[config.mk]
export PLATFORM = sky130hd
export DESIGN_NAME = bar_ram_scheduler
export DESIGN_NICKNAME = d
export VERILOG_FILES = /design/src/rtl/bar_ram_scheduler.sv
export SDC_FILE = /design/constraint.sdc
export NUM_CORES = 1
export LEC_CHECK = 0
export CAP_MARGIN = 20
export CORE_AREA = 3 3 68 70
export CTS_CLUSTER_SIZE = 20
export DETAILED_ROUTE_END_ITERATION = 10
export DIE_AREA = 0 0 71 73
export HOLD_SLACK_MARGIN = 0.15
export PLACE_DENSITY = 0.67
export SETUP_SLACK_MARGIN = 0.3
export SLEW_MARGIN = 25
export SYNTH_ARGS = -nofsm -noshare
export SYNTH_HDL_FRONTEND = slang
export SYNTH_SLANG_ARGS = --single-unit
[constraint.sdc]
create_clock -name cclk -period 1.9 [get_ports cclk]
set_input_delay 0.38 -clock cclk [delete_from_list [all_inputs] [get_ports cclk]]
set_output_delay 0.38 -clock cclk [all_outputs]
set_load 0.02 [all_outputs]
[src/rtl/bar_ram_scheduler.sv]
// Single-port arbiter for the bar-height RAM: VGA reads > per-frame decay sweep > producer writes.
// Optional build macro PEAK_HOLD_EN turns producer writes into read-modify-write max(old, new).
module bar_ram_scheduler #(
    parameter int ADDR_W   = 5,
    parameter int DATA_W   = 8,
    parameter int NUM_BINS = 32,
    parameter int DECAY    = 1
) (
    input  logic              cclk,
    input  logic              reset,
    input  logic              frame_tick,
    input  logic              vga_rd_req,
    input  logic [ADDR_W-1:0] vga_rd_addr,
    output logic              vga_rd_valid,
    output logic [DATA_W-1:0] vga_rd_data,
    input  logic              wr_valid,
    input  logic [ADDR_W-1:0] wr_bin,
    input  logic [DATA_W-1:0] wr_mag,
    output logic              wr_ready,
    output logic              busy,
    output logic              ram_en,
    output logic              ram_we,
    output logic [ADDR_W-1:0] ram_addr,
    output logic [DATA_W-1:0] ram_wdata,
    input  logic [DATA_W-1:0] ram_rdata
);

    typedef enum logic [2:0] {IDLE, DEC_RD, DEC_WR, PK_RD, PK_WR} state_t;

    localparam logic [ADDR_W-1:0] LAST_IDX = ADDR_W'(NUM_BINS - 1);
    localparam logic [DATA_W-1:0] DECAY_V  = DATA_W'(DECAY);

    state_t            state_reg, state_next;
    logic [ADDR_W-1:0] idx_reg, idx_next;
    logic              tick_pend_reg, tick_pend_next;
    logic [DATA_W-1:0] hold_reg, hold_next;
    logic              first_reg, first_next;
    logic              vga_valid_reg;
`ifdef PEAK_HOLD_EN
    logic [ADDR_W-1:0] pk_bin_reg, pk_bin_next;
    logic [DATA_W-1:0] pk_mag_reg, pk_mag_next;
    logic [DATA_W-1:0] pk_new;
`endif

    logic              tick_seen;
    logic              wr_accept;
    logic [DATA_W-1:0] old_val;
    logic [DATA_W-1:0] decayed;

    assign tick_seen = frame_tick | tick_pend_reg;
    assign wr_ready  = !reset && !vga_rd_req && (state_reg == IDLE) && !tick_seen;
    assign wr_accept = wr_valid & wr_ready;
    assign busy      = (state_reg == DEC_RD) || (state_reg == DEC_WR);

    // The RMW read lands on ram_rdata only in the first write-phase cycle;
    // any later (stalled) cycle must use the captured copy, since VGA reads
    // overwrite ram_rdata in between.
    assign old_val = first_reg ? ram_rdata : hold_reg;
    assign decayed = (old_val >= DECAY_V) ? (old_val - DECAY_V) : '0;
`ifdef PEAK_HOLD_EN
    assign pk_new  = (old_val > pk_mag_reg) ? old_val : pk_mag_reg;
`endif

    assign vga_rd_valid = vga_valid_reg;
    assign vga_rd_data  = vga_valid_reg ? ram_rdata : '0;

    always_ff @(posedge cclk) begin
        if (reset) begin
            state_reg     <= IDLE;
            idx_reg       <= '0;
            tick_pend_reg <= 1'b0;
            hold_reg      <= '0;
            first_reg     <= 1'b0;
            vga_valid_reg <= 1'b0;
`ifdef PEAK_HOLD_EN
            pk_bin_reg    <= '0;
            pk_mag_reg    <= '0;
`endif
        end else begin
            state_reg     <= state_next;
            idx_reg       <= idx_next;
            tick_pend_reg <= tick_pend_next;
            hold_reg      <= hold_next;
            first_reg     <= first_next;
            vga_valid_reg <= vga_rd_req;
`ifdef PEAK_HOLD_EN
            pk_bin_reg    <= pk_bin_next;
            pk_mag_reg    <= pk_mag_next;
`endif
        end
    end

    always_comb begin
        state_next     = state_reg;
        idx_next       = idx_reg;
        tick_pend_next = tick_pend_reg;
        hold_next      = hold_reg;
        first_next     = 1'b0;
`ifdef PEAK_HOLD_EN
        pk_bin_next    = pk_bin_reg;
        pk_mag_next    = pk_mag_reg;
`endif
        case (state_reg)
            IDLE: begin
                if (tick_seen && !vga_rd_req) begin
                    state_next     = DEC_RD;
                    idx_next       = '0;
                    tick_pend_next = 1'b0;
                end else begin
                    // A tick blocked by a VGA read is remembered, not lost.
                    if (frame_tick) tick_pend_next = 1'b1;
`ifdef PEAK_HOLD_EN
                    if (wr_accept) begin
                        pk_bin_next = wr_bin;
                        pk_mag_next = wr_mag;
                        state_next  = PK_RD;
                    end
`endif
                end
            end
            DEC_RD: begin
                if (!vga_rd_req) begin
                    state_next = DEC_WR;
                    first_next = 1'b1;
                end
            end
            DEC_WR: begin
                if (first_reg) hold_next = ram_rdata;
                if (!vga_rd_req) begin
                    if (idx_reg == LAST_IDX) begin
                        state_next = IDLE;
                    end else begin
                        idx_next   = idx_reg + 1'b1;
                        state_next = DEC_RD;
                    end
                end
            end
`ifdef PEAK_HOLD_EN
            PK_RD: begin
                if (frame_tick) tick_pend_next = 1'b1;
                if (!vga_rd_req) begin
                    state_next = PK_WR;
                    first_next = 1'b1;
                end
            end
            PK_WR: begin
                if (frame_tick) tick_pend_next = 1'b1;
                if (first_reg) hold_next = ram_rdata;
                if (!vga_rd_req) state_next = IDLE;
            end
`endif
            default: state_next = IDLE;
        endcase
    end

    always_comb begin
        ram_en    = 1'b0;
        ram_we    = 1'b0;
        ram_addr  = '0;
        ram_wdata = '0;
        if (reset) begin
            ram_en = 1'b0;
        end else if (vga_rd_req) begin
            ram_en   = 1'b1;
            ram_addr = vga_rd_addr;
        end else begin
            case (state_reg)
                IDLE: begin
`ifndef PEAK_HOLD_EN
                    if (wr_accept) begin
                        ram_en    = 1'b1;
                        ram_we    = 1'b1;
                        ram_addr  = wr_bin;
                        ram_wdata = wr_mag;
                    end
`endif
                end
                DEC_RD: begin
                    ram_en   = 1'b1;
                    ram_addr = idx_reg;
                end
                DEC_WR: begin
                    ram_en    = 1'b1;
                    ram_we    = 1'b1;
                    ram_addr  = idx_reg;
                    ram_wdata = decayed;
                end
`ifdef PEAK_HOLD_EN
                PK_RD: begin
                    ram_en   = 1'b1;
                    ram_addr = pk_bin_reg;
                end
                PK_WR: begin
                    ram_en    = 1'b1;
                    ram_we    = 1'b1;
                    ram_addr  = pk_bin_reg;
                    ram_wdata = pk_new;
                end
`endif
                default: ram_en = 1'b0;
            endcase
        end
    end

endmodule

=== Word-level counts from Yosys, hierarchy flattened ===
Cells that the tools add are included.
W data, S select, Z words.

* Equal/unequal tests: 7
* $add $sub $neg: 2
* Muxes and demuxes: 30
* $lt $le $gt $ge: 1
* Reductions and logical operators: 16
* Div/mod/pow operators: 0
* Multiply operators: 0
* Bitwise operators: 3
* Shift-type cells: 0

{| class="wikitable"
|+ Operators with widths
! cell !! number
|-
| $mux W8 || 6
|-
| $mux W5 || 6
|-
| $pmux W5 S2 || 2
|-
| $pmux W8 S2 || 1
|-
| $mux W1 || 9
|-
| $mux W3 || 3
|-
| $pmux W3 S3 || 1
|-
| $ge A8 B1 Y1 const B || 1
|-
| $sub A8 B1 Y8 const B || 1
|-
| $ne A2 B2 Y1 const B || 3
|-
| $add A5 B1 Y5 const B || 1
|-
| $eq A5 B5 Y1 const B || 1
|-
| $logic_and A1 B1 Y1 || 4
|-
| $pmux W1 S2 || 2
|-
| $reduce_and A4 Y1 || 1
|-
| $reduce_bool A2 Y1 || 2
|-
| $reduce_or A2 Y1 || 2
|-
| $eq A3 B1 Y1 const B || 1
|-
| $eq A3 B2 Y1 const B || 1
|-
| $logic_not A1 Y1 || 3
|-
| $logic_not A3 Y1 || 1
|-
| $reduce_and A3 Y1 || 1
|-
| $ne A2 B1 Y1 const B || 1
|-
| $reduce_and A2 Y1 || 1
|-
| other kinds (4) || 4
|}

* Memory bits (writable): 0
* Output and inout bits: 26
* Memories kept: 0
* Logic and storage cells: 65
* Latch bits: 0
* Register bits: 19
* Bits in read-only memories: 0

=== Longest topological paths before layout ===
* Depth after elaboration: 9
* Depth in mapped cells: 8
* Gate-level depth less buffers: 8

=== Least setup slack after synthesis ===
No wires, ideal clock.

* Path type: register to output
* Start: reg first_reg
* End: out ram_wdata[7]
* Stages on the path, launching flop included: 8
* Data arrival time: 1.724 ns
* Path slack: -0.204 ns
* Cells stage by stage: dfxtp_1 > buf_6 > mux2i_4 > inv_1 > ha_1 > nand4b_1 > o21a_1 > a32o_1

* Longest elaborated chain between the ends: 6
* Elaborated cells on any way between the ends: 7
* Those cells by class: add/sub: 1; order compare: 1; mux: 5

{| class="wikitable"
|+ Ends and longest elaborated chain
! item !! line !! RTL
|-
| start, declared || 37 || <nowiki>logic first_reg, first_next;</nowiki>
|-
| start signal, assigned || 84 || <nowiki>first_reg <= first_next;</nowiki>
|-
| $mux W8 * || n/a ||
|-
| net old_val[0] || 47 || <nowiki>logic [DATA_W-1:0] old_val;</nowiki>
|-
| $sub A8 B1 Y8 / $ge A8 B1 Y1 (equally long branches) || 59 || <nowiki>assign decayed = (old_val >= DECAY_V) ? (old_val - DECAY_V) : '0;</nowiki>
|-
| $mux W8 * || 59 ||
|-
| $pmux W8 S2 * || 167 || <nowiki>case (state_reg)</nowiki>
|-
| $mux W8 * || 163 || <nowiki>end else if (vga_rd_req) begin</nowiki>
|-
| $mux W8 * || 161 || <nowiki>if (reset) begin</nowiki>
|-
| end, declared || 24 || <nowiki>output logic [DATA_W-1:0] ram_wdata,</nowiki>
|}

The timed path passes the listed nets; every way through them passes the cells marked *.

=== Worst setup path in the final report ===
* Start: reg first_reg
* End: out ram_wdata[5]

Same word-level chain as after synthesis.

==> impl_metrics.py <==
metrics = {
    "status": {
        "outcome": "finished, violations left",
        "violations": "setup timing",
    },
    "logic_synthesis": {
        "yosysWarnings": 0,
        "syn_avg_cell_area_um2": 8.40,
        "syn-cell-area_mm2": 0.00141,
        "synth-seq-area-share_pct": 25.5,
        "yosysUniqueCellTypes": 40,
        "synthCells": 168,
        "synth_edf_count": 0,
        "async_flop_share_pct": 0,
        "synth_top_flop_cell": "dfxtp_1",
        "ys_seq_elements": 18,
        "synth_nets": 208,
    },
    "clock_tree": {
        "cts_tree": "yes",
        "clock-sinks": 18,
        "numCtsBuffers": 3,
        "path_clk_slew_ns": 0.07,
        "worstSkewPairLatency_ns": 0.25,
        "cts_buffer_depth": 2,
        "root_buffer": "clkbuf_8",
        "h-tree-depth": 1,
    },
    "timing": {
        "layout_worst_path_cycle_share_pct": 126,
        "setup_violations": 16,
        "worst-slew-pin-transition_ns": 0.526,
        "fin_ws_ns": -0.489,
        "rsz0062_at_grt": "true",
        "hold_viol": 0,
        "fmax_mhz": 419,
        "slew_viol_final": 0,
        "skew_ns": 0.00275,
        "finalCriticalPeriod_ns": 2.39,
        "slew_headroom_pct": 64.8,
    },
    "power_and_ir_drop": {
        "p_leak_nw": 1.10,
        "power_density_mw_per_mm2": 661,
        "ir_drop_uv": 417,
        "finalPower_mw": 1.78,
    },
    "grt": {
        "grt_pass1_wl_um": 7130,
        "grt_start_max_net_pins": 21,
        "grt_pass1_vias": 1545,
        "grt_overflow_total": 0,
        "grt_usage_pct": 16.7,
        "antenna_found_initial": 0,
    },
    "floorplan": {
        "die_area_mm2": 0.00518,
        "num_rows": 23,
        "fp.dieH_um": 73,
        "chipWidth_um": 71,
        "core_area_mm2": 0.00403,
        "initial_core_util_pct": 35.0,
        "ios": 57,
    },
    "setup_path": {
        "crit_fanout": 8,
        "worstPathCellList": "mux2i_4, inv_2, ha_4, nand4b_1, o21a_4, a32oi_1, nor2_1, buf_2",
        "cp.required_ns": 1.52,
        "worst_setup_path_start_kind": "flip-flop",
        "cp.arrival_ns": 2.01,
        "cp_slowest_stage_delay_ns": 0.41,
        "worstSetupEndpointType": "output pin",
        "crit_type": "reg2out",
        "slowest_stage": "dfxtp_4",
    },
    "drt": {
        "drcViolationCount": 0,
        "drt.antenna.violating_nets": 0,
        "viasPerCell": 4.98,
        "first_pass_iters": 3,
        "drtIter0Drc": 36,
        "dr_total_vias": 1593,
        "drt_wl_total_um": 4420,
        "drt-wirelength-per-cell_um": 13.8,
    },
    "cells_and_area": {
        "final_layout_size_suffix_gt1_share_pct": 48.9,
        "final_cell_mix": "48 x buf_4, 25 x nor2_1, 20 x clkdlybuf4s50_1, 16 x buf_6, 13 x dfxtp_1",
        "finish.utilization_pct": 66.7,
        "syn_to_final_growth_pct": 90.3,
        "diodes": 0,
        "largest_reg_flops": 8,
        "nNetsFinal": 311,
        "fin_cells": 320,
        "layout_commonest_cell": "buf_4",
        "final_cell_area_mm2": 0.00269,
    },
    "run": {
        "cap_violations": 0,
    },
    "placed_design": {
        "dp.cells": 306,
        "gp_congestion": 0.823,
        "hpwl_um": 3190,
        "io_buffer_count": 56,
        "placedInstanceArea_mm2": 0.00238,
    },
    "hold_path": {
        "hp-class": "reg2reg",
    },
}
[worst paths after layout]
check             cells after the start          from  slack (ns)           end
hold reg to reg                       2   hold_reg[7]        0.49   hold_reg[7]
setup / recovery                      8     first_reg       -0.49  ram_wdata[5]
hold / removal                        2   hold_reg[7]        0.49   hold_reg[7]
setup reg to reg                      9  state_reg[0]        0.16    idx_reg[3]
[final cells by class]
class / count / area [um^2]
multi-input combinational: 135 / 1230
timing repair buffer: 106 / 941
inverter: 7 / 26.3
sequential: 18 / 369
tap: 50 / 62.6
fill: 327 / 1340
clock buffer: 4 / 55.1
[synth_stat cells (2+ instances only)]
| library cell | n | area [um^2] |
|---|---|---|
| clkbuf_1 | 5 | 18.8 |
| mux2i_4 | 3 | 67.6 |
| and2_1 | 9 | 56.3 |
| ha_1 | 9 | 113 |
| a21oi_1 | 7 | 35.0 |
| a211oi_1 | 7 | 52.6 |
| nor3_1 | 5 | 25.0 |
| a22oi_1 | 11 | 82.6 |
| or3_1 | 2 | 12.5 |
| nand2_1 | 5 | 18.8 |
| nor2_1 | 30 | 113 |
| mux2i_1 | 8 | 80.1 |
| nand2b_1 | 2 | 12.5 |
| nor3b_1 | 2 | 15.0 |
| xnor2_1 | 3 | 26.3 |
| o21a_1 | 2 | 15.0 |
| inv_1 | 7 | 26.3 |
| a22o_1 | 5 | 43.8 |
| xor2_1 | 5 | 43.8 |
| dfxtp_1 | 18 | 360 |
| nand3_1 | 3 | 15.0 |
| o21ai_0 | 2 | 10.0 |
[where the power goes]
part           switching (mW)  internal [mW]  total (mW)
clock network           0.127          0.184       0.311
logic                   0.471          0.538        1.01
registers              0.0394          0.416       0.456
total                   0.637           1.14        1.78
[worst max-delay path, delay by kind of cell, from the launching register on]
family	cells	cell delay (ns)
multiplexers	1	0.30
AO/OA/AOI/OAI	2	0.44
adder cells (fa/ha/maj)	1	0.15
buffers and inverters	2	0.24
AND/OR/NAND/NOR	2	0.22
flip-flops	1	0.41
[layer usage]
metal	track usage [%]	up-vias	part of all wire [%]
met4	3.13	0	0.38
met2	29.2	48	48
met3	4.55	2	7.0
met5	0	-	0
met1	20.6	729	44
li1	-	814	-
[repair_timing]
item                       4_1_cts  5_1_grt
setup endpoints to repair       33       25
hold buffers                     0        0
pin swaps                       11       10
hold endpoints to repair         0        0
gates resized for setup        148       23
buffers inserted                 7        3
[stage by stage]
step	worst slack [ns]	hold slack [ns]	TNS, ns
after floorplan	-0.178	0.449	-1.09
after global placement	-0.973	0.464	-15.15
after detailed placement	-0.997	0.476	-15.61
after CTS	-0.467	0.485	-4.94
after global routing	-0.580	0.514	-6.73
final	-0.489	0.485	-5.17
[logic make-up after synthesis]
group / synth area share [%]
adder cells (fa/ha/maj): 7.98
XOR/XNOR: 4.96
AND/OR/NAND/NOR: 24.7
buffers and inverters: 4.88
AO/OA/AOI/OAI: 21.5
multiplexers: 10.5
flip-flops: 25.5
Note: power is estimated with default switching activity, not from simulation.
